==> config.mk <==
export PLATFORM = sky130hd
export DESIGN_NAME = piano_cmd_sequencer_flat
export DESIGN_NICKNAME = d
export VERILOG_FILES = /design/src/rtl/piano_cmd_sequencer_if.sv /design/src/rtl/piano_cmd_sequencer.sv /design/src/flat_wrapper.sv
export SDC_FILE = /design/constraint.sdc
export NUM_CORES = 1
export LEC_CHECK = 0
export BUFFER_PORTS_ARGS = -buffer_cell sky130_fd_sc_hd__buf_2
export CELL_PAD_IN_SITES_DETAIL_PLACEMENT = 0
export CELL_PAD_IN_SITES_GLOBAL_PLACEMENT = 2
export CORE_UTILIZATION = 31
export CTS_CLUSTER_SIZE = 28
export DETAILED_ROUTE_END_ITERATION = 8
export GPL_ROUTABILITY_DRIVEN = 0
export HOLD_SLACK_MARGIN = 0.12
export PLACE_DENSITY_LB_ADDON = 0.3
export SLEW_MARGIN = 20
export SYNTH_ARGS = -nofsm -noshare
export SYNTH_HDL_FRONTEND = slang
export SYNTH_SLANG_ARGS = --single-unit
export TNS_END_PERCENT = 1
==> constraint.sdc <==
create_clock -name iCpuClock -period 2.75 [get_ports iCpuClock]
set_input_delay 0.1375 -clock iCpuClock [delete_from_list [all_inputs] [get_ports iCpuClock]]
set_output_delay 0.1375 -clock iCpuClock [all_outputs]
set_load 0.01 [all_outputs]
==> src/rtl/piano_cmd_sequencer_if.sv <==
// Bus between the I/O decoder (master) and the piano command sequencer (slave).
// Latency: none; this interface is only a bundle of wires.
// Backpressure: none on the write side; the master polls oFull and oCount.
interface piano_cmd_sequencer_if #(
  parameter int DEPTH = 16
);
  localparam int CW = $clog2(DEPTH) + 1;

  logic          iQueueWrite;
  logic [15:0]   iWriteData;
  logic          iFlush;
  logic          oDoPianoWrite;
  logic [7:0]    oPianoDataToWrite;
  logic [CW-1:0] oCount;
  logic          oFull;
  logic          oEmpty;
  logic          oBusy;
  logic          oOverflow;

  modport master (
    output iQueueWrite, iWriteData, iFlush,
    input  oDoPianoWrite, oPianoDataToWrite, oCount, oFull, oEmpty, oBusy, oOverflow
  );

  modport slave (
    input  iQueueWrite, iWriteData, iFlush,
    output oDoPianoWrite, oPianoDataToWrite, oCount, oFull, oEmpty, oBusy, oOverflow
  );
endinterface

==> src/rtl/piano_cmd_sequencer.sv <==
// Timed command queue: pops {duration, command} words and pulses each command to the piano driver.
// Latency: a write into an empty idle queue produces the write pulse two cycles after it is stored.
// Backpressure: none; writes while full are dropped and flagged on the sticky oOverflow.
module piano_cmd_sequencer #(
  parameter int DEPTH       = 16,
  parameter int TICK_CYCLES = 100000
) (
  input  logic                  iCpuClock,
  input  logic                  iCpuReset,
  piano_cmd_sequencer_if.slave  bus
);
  localparam int AW = $clog2(DEPTH);
  localparam int CW = AW + 1;
  localparam int PW = (TICK_CYCLES > 1) ? $clog2(TICK_CYCLES) : 1;
  localparam logic [PW-1:0] TICK_LAST  = PW'(TICK_CYCLES - 1);
  localparam logic [CW-1:0] FULL_COUNT = CW'(DEPTH);

  typedef enum logic [1:0] {IDLE, ISSUE, HOLD} state_t;

  state_t        state;
  state_t        nextState;
  logic [15:0]   mem [DEPTH];
  logic [AW-1:0] rdPtr;
  logic [AW-1:0] wrPtr;
  logic [CW-1:0] count;
  logic [PW-1:0] prescaler;
  logic [7:0]    remaining;
  logic          doWrite;
  logic [7:0]    dataOut;
  logic          overflow;
  logic          full;
  logic          empty;
  logic          pushEn;
  logic          popEn;
  logic          tickWrap;
  logic [15:0]   head;

  assign full     = (count == FULL_COUNT);
  assign empty    = (count == '0);
  assign head     = mem[rdPtr];
  // Flush wins over a same-cycle store, so the word is simply lost (not an overflow).
  assign pushEn   = bus.iQueueWrite && !full && !bus.iFlush;
  assign tickWrap = (prescaler == TICK_LAST);

  // State register.
  always_ff @(posedge iCpuClock or posedge iCpuReset) begin
    if (iCpuReset) state <= IDLE;
    else           state <= nextState;
  end

  // Next-state and pop decision; flush overrides everything and discards a pending issue.
  always_comb begin
    nextState = state;
    popEn     = 1'b0;
    case (state)
      IDLE: begin
        if (!empty) nextState = ISSUE;
      end
      ISSUE: begin
        popEn     = 1'b1;
        nextState = (head[15:8] == 8'd0) ? IDLE : HOLD;
      end
      HOLD: begin
        if (tickWrap && (remaining == 8'd1)) nextState = IDLE;
      end
      default: nextState = IDLE;
    endcase
    if (bus.iFlush) begin
      nextState = IDLE;
      popEn     = 1'b0;
    end
  end

  // Storage array; no reset needed because entries are only read once counted valid.
  always_ff @(posedge iCpuClock) begin
    if (pushEn) mem[wrPtr] <= bus.iWriteData;
  end

  // Circular pointers and explicit occupancy count.
  always_ff @(posedge iCpuClock or posedge iCpuReset) begin
    if (iCpuReset) begin
      rdPtr <= '0;
      wrPtr <= '0;
      count <= '0;
    end else if (bus.iFlush) begin
      rdPtr <= '0;
      wrPtr <= '0;
      count <= '0;
    end else begin
      if (pushEn) wrPtr <= wrPtr + 1'b1;
      if (popEn)  rdPtr <= rdPtr + 1'b1;
      case ({pushEn, popEn})
        2'b10:   count <= count + 1'b1;
        2'b01:   count <= count - 1'b1;
        default: count <= count;
      endcase
    end
  end

  // Hold timer: prescaler divides the clock into ticks, remaining counts ticks left.
  always_ff @(posedge iCpuClock or posedge iCpuReset) begin
    if (iCpuReset) begin
      prescaler <= '0;
      remaining <= '0;
    end else if (bus.iFlush) begin
      prescaler <= '0;
      remaining <= '0;
    end else if (popEn) begin
      prescaler <= '0;
      remaining <= head[15:8];
    end else if (state == HOLD) begin
      if (tickWrap) begin
        prescaler <= '0;
        remaining <= remaining - 8'd1;
      end else begin
        prescaler <= prescaler + 1'b1;
      end
    end
  end

  // Registered piano write: one pulse per issued entry, or a silence pulse on flush.
  always_ff @(posedge iCpuClock or posedge iCpuReset) begin
    if (iCpuReset) begin
      doWrite <= 1'b0;
      dataOut <= 8'h00;
    end else begin
      doWrite <= bus.iFlush || popEn;
      if (bus.iFlush)  dataOut <= 8'h00;
      else if (popEn)  dataOut <= head[7:0];
    end
  end

  // Sticky overflow: a store seen while full (judged before this edge's pop).
  always_ff @(posedge iCpuClock or posedge iCpuReset) begin
    if (iCpuReset)                         overflow <= 1'b0;
    else if (bus.iFlush)                   overflow <= 1'b0;
    else if (bus.iQueueWrite && full)      overflow <= 1'b1;
  end

  assign bus.oDoPianoWrite     = doWrite;
  assign bus.oPianoDataToWrite = dataOut;
  assign bus.oCount            = count;
  assign bus.oFull             = full;
  assign bus.oEmpty            = empty;
  assign bus.oBusy             = (state != IDLE);
  assign bus.oOverflow         = overflow;
endmodule

==> src/flat_wrapper.sv <==
// flat-port wrapper written by rule: the top's interface ports become plain ports
module piano_cmd_sequencer_flat 
#(
  parameter int DEPTH       = 16,
  parameter int TICK_CYCLES = 100000
)
  (iCpuClock, iCpuReset, bus_iQueueWrite, bus_iWriteData, bus_iFlush, bus_oDoPianoWrite, bus_oPianoDataToWrite, bus_oCount, bus_oFull, bus_oEmpty, bus_oBusy, bus_oOverflow);
  piano_cmd_sequencer_if #(.DEPTH(DEPTH)) bus_i ();
  input  logic iCpuClock;
  input  logic iCpuReset;
  input wire logic [$bits(bus_i.iQueueWrite)-1:0] bus_iQueueWrite;
  input wire logic [$bits(bus_i.iWriteData)-1:0] bus_iWriteData;
  input wire logic [$bits(bus_i.iFlush)-1:0] bus_iFlush;
  output wire logic [$bits(bus_i.oDoPianoWrite)-1:0] bus_oDoPianoWrite;
  output wire logic [$bits(bus_i.oPianoDataToWrite)-1:0] bus_oPianoDataToWrite;
  output wire logic [$bits(bus_i.oCount)-1:0] bus_oCount;
  output wire logic [$bits(bus_i.oFull)-1:0] bus_oFull;
  output wire logic [$bits(bus_i.oEmpty)-1:0] bus_oEmpty;
  output wire logic [$bits(bus_i.oBusy)-1:0] bus_oBusy;
  output wire logic [$bits(bus_i.oOverflow)-1:0] bus_oOverflow;
  assign bus_i.iQueueWrite = bus_iQueueWrite;
  assign bus_i.iWriteData = bus_iWriteData;
  assign bus_i.iFlush = bus_iFlush;
  assign bus_oDoPianoWrite = bus_i.oDoPianoWrite;
  assign bus_oPianoDataToWrite = bus_i.oPianoDataToWrite;
  assign bus_oCount = bus_i.oCount;
  assign bus_oFull = bus_i.oFull;
  assign bus_oEmpty = bus_i.oEmpty;
  assign bus_oBusy = bus_i.oBusy;
  assign bus_oOverflow = bus_i.oOverflow;
  piano_cmd_sequencer #(.DEPTH(DEPTH), .TICK_CYCLES(TICK_CYCLES)) u_core (.iCpuClock(iCpuClock), .iCpuReset(iCpuReset), .bus(bus_i));
endmodule
==> results.md <==
- Status: complete, no violations
- Placed Area: between 10,000 and 15,000 um^2
- Die Height: 202 um
- CTS H-tree depth: 2
- Clk slew on worst S/H paths: around 60 ps
- Max Cap Viol: 0
- Diodes inserted: 0
- Count of different cell masters after synthesis: ~50
- CP endpoint kind: register
- FMAX: roughly 400 MHz
- TritonCTS buffer count: 35
- Nets: 834
- CTS tree: yes
- Initial DRC count: roughly 520
- Synthesis-to-layout area growth: 19.5%
- CP Max Fanout: 7
- CP Class: reg -> reg
- Hold/Removal Path Class: in -> async
- Starting Density: 31.8%
- CTS sink cnt: ~310
- WP data required: 3160 ps
- R2R cell count: 9
- Worst skew pair latency: around 520 ps
- Total number of vias: 6,757
- Pin slew with the least headroom to its limit: roughly 1000 ps
- Net Count, Synth: around 730
- RSZ-0062 raised after global routing: false
- Port Buffer Count: 37
- Final setup viols: 0
- Final Hold Fails: 0
- Drt first pass iters: 5
- Die W: 202 um
- Core area: 39,100 um^2
- Die area: just over 40,000 um^2
- Max Root-Sink Buffers: 3
- Initial antenna violation count: 1
- R2r setup slk: approximately 220 ps
- Most common cell after layout, fill and taps aside: edfxtp_1
- Final WL: about 30,000 um
- Post-route DRC: 0
- First-pass GRT wire length: about 45,000 um
- Fillers: 3,640
- Largest net degree at the start of global routing: 37
- Dpl hpwl: ~18,000 um
- Worst reg2reg path startpoint: u_core.bus.oCount[1]
- Register area share after synthesis: between 70% and 80%
- Final setup TNS: 0 ps
- Share of cells above drive strength 1: roughly a quarter
- Vias in the first global route: ~7,000
- Mapped cell area: 12,400 um^2
- Syn avg cell area: about 18 um^2
- Async set-or-reset flop fraction in the synthesized netlist: approximately 16%
- Avg Vias per Cell: 5.01
- Design area: 14,800 um^2
- Mapped Cells: 702
- Final Power: between 10,000 and 15,000 uW
- Number of enable flip-flop cells after synthesis: about 260
- FF+latch count, synth: 306
- CP startpoint kind: register
- Grt ovf: 0
- Final ANT Viol Nets: 0
- Post-DR wirelength/cell: ~22 um
- FF-to-FF End: u_core.bus.oCount[4]
- Slew Viols, Final: 0
- Synth Flop Type: edfxtp_1
- # IOs: 38
- Clock skew: 21.9 ps
- Min Tclk post-route: ~2500 ps
- Leak: roughly 0.0051 uW
- Most frequent cells in the layout: 256 x edfxtp_1, 71 x mux4_2, 48 x nand2_1, 48 x dfrtp_1, 41 x nor2_1
- Yosys Warn Count: 0
- Tcrit/Tclk final: approximately 92%
- Pwr/cell area: 822 nW/um^2
- Worst slew margin: between 30 and 40%
- Core Rows: a little over 70
- Root Driver: clkbuf_16
- Worst EP arrival: approximately 2900 ps
- GRT Util Overall: 15.0%
- VDD IR max: about 0.33 mV
state kept, by name, indices dropped and copies added (netlist names):
register	count
u_core.bus.oDoPianoWrite	1
u_core.rdPtr	4
u_core.mem	256
u_core.wrPtr	4
u_core.state	2
u_core.remaining	8
u_core.bus.oPianoDataToWrite	8
u_core.prescaler	17
u_core.bus.oOverflow	1
u_core.bus.oCount	5
worst max-delay path by stage:
| stage | endpoint | slack, ps | cells after the start | start |
|---|---|---|---|---|
| 2_1_floorplan | u_core.bus.oCount[4] | 310 | 9 | u_core.bus.oCount[3] |
| 3_3_place_gp | u_core.state[1] | 130 | 7 | u_core.rdPtr[0] |
| 3_5_place_dp | u_core.state[1] | 110 | 7 | u_core.rdPtr[0] |
| 4_1_cts | u_core.state[1] | 110 | 7 | u_core.rdPtr[0] |
| 5_1_grt | u_core.bus.oCount[4] | 60 | 9 | u_core.bus.oCount[1] |
| 6_report | u_core.bus.oCount[4] | 220 | 9 | u_core.bus.oCount[1] |
metrics by stage:
stage                     util (%)  hold WS [ps]  cells  setup slack [ps]
after floorplan                  -           236    702               306
after global placement        34.4           340   1262               126
after detailed placement      34.4           363   1262               114
after CTS                     37.9           357   1346               113
after global routing          38.0           411   1349              61.2
final                         38.0           352   1349               220
synthesized netlist by cell type (2+ instances only):
cell type  instances  area share [%]
a211oi_1           2            0.12
a21oi_1           24            0.97
a221oi_1           3            0.21
a22o_1             9            0.63
a22oi_1            7            0.42
a311oi_1           2            0.14
a31oi_1            4            0.20
and2_1            16            0.81
and3_1             6            0.30
and4_1             2            0.14
buf_1              4            0.12
buf_2              5            0.20
buf_4              3            0.18
buf_6              3            0.27
clkbuf_1          18            0.54
dfrtp_1           50              10
edfxtp_1         256              62
ha_1              10             1.0
inv_1              9            0.27
mux2i_1            3            0.24
mux4_2            71              13
nand2_1           48             1.4
nand2b_1           4            0.20
nand3_1           11            0.44
nand4_1            5            0.25
nor2_1            41             1.2
nor2b_1            6            0.30
nor3_1             8            0.32
nor4_1             3            0.15
nor4b_1            3            0.21
nor4bb_1           2            0.16
o21ai_0           21            0.85
o31ai_1            4            0.24
or2_2              2            0.10
or3_1              3            0.15
xnor2_1            8            0.56
xor2_1            12            0.85
critical path, stage by stage (launching register included):
cell and delay, ps:
dfrtp_1 470, or4_4 550, o21ai_2 150, nand2_1 120, xnor2_1 160, ha_1 250
o21ai_0 160, o21ai_0 210, nand2b_1 80, a311oi_1 270
final cells by class:
class                           instances  area (um^2)  area share [%]
Multi-Input combinational cell        353         3300            22.2
Tap cell                              518          648            4.37
Timing Repair Buffer                   98          756            5.09
Clock inverter                         22          260            1.75
Sequential cell                       306         8940            60.2
Clock buffer                           42          902            6.08
Inverter                               10         37.5           0.253
where the power goes:
group | switching [uW] | leakage, uW | internal, uW | total (uW)
Combinational | 1140 | 0.00152 | 1060 | 2200
Clock | 1860 | 0.000558 | 2760 | 4620
Sequential | 185 | 0.00298 | 5200 | 5390
cells by family after synthesis:
kind of cell | after synthesis | share of synthesized area (%)
xor gates and xnor gates | 20 | 1.41
DFF | 306 | 71.9
buffers and inverters | 43 | 1.62
and+or+nand+nor | 164 | 6.53
adders and majority gates | 10 | 1.01
muxes | 74 | 13.1
AOI/OAI and AO/OA | 85 | 4.39
metal layers:
| layer | wire length, um | global-route usage, % | vias to the layer above |
|---|---|---|---|
| li1 | - | - | 2981 |
| met1 | 13700 | 20.8 | 3527 |
| met3 | 1370 | 2.69 | 62 |
| met4 | 795 | 4.40 | 2 |
| met2 | 14000 | 24.0 | 185 |
| met5 | 13 | 0 | - |
repair_timing:
action                                 CTS  global route
setup buffers                            0             3
hold buffers                            20             0
endpoints found under the hold margin  294             0
setup endpoints to repair                0             1
gates resized for setup                  0             2
(Power assumes the default switching activity.)
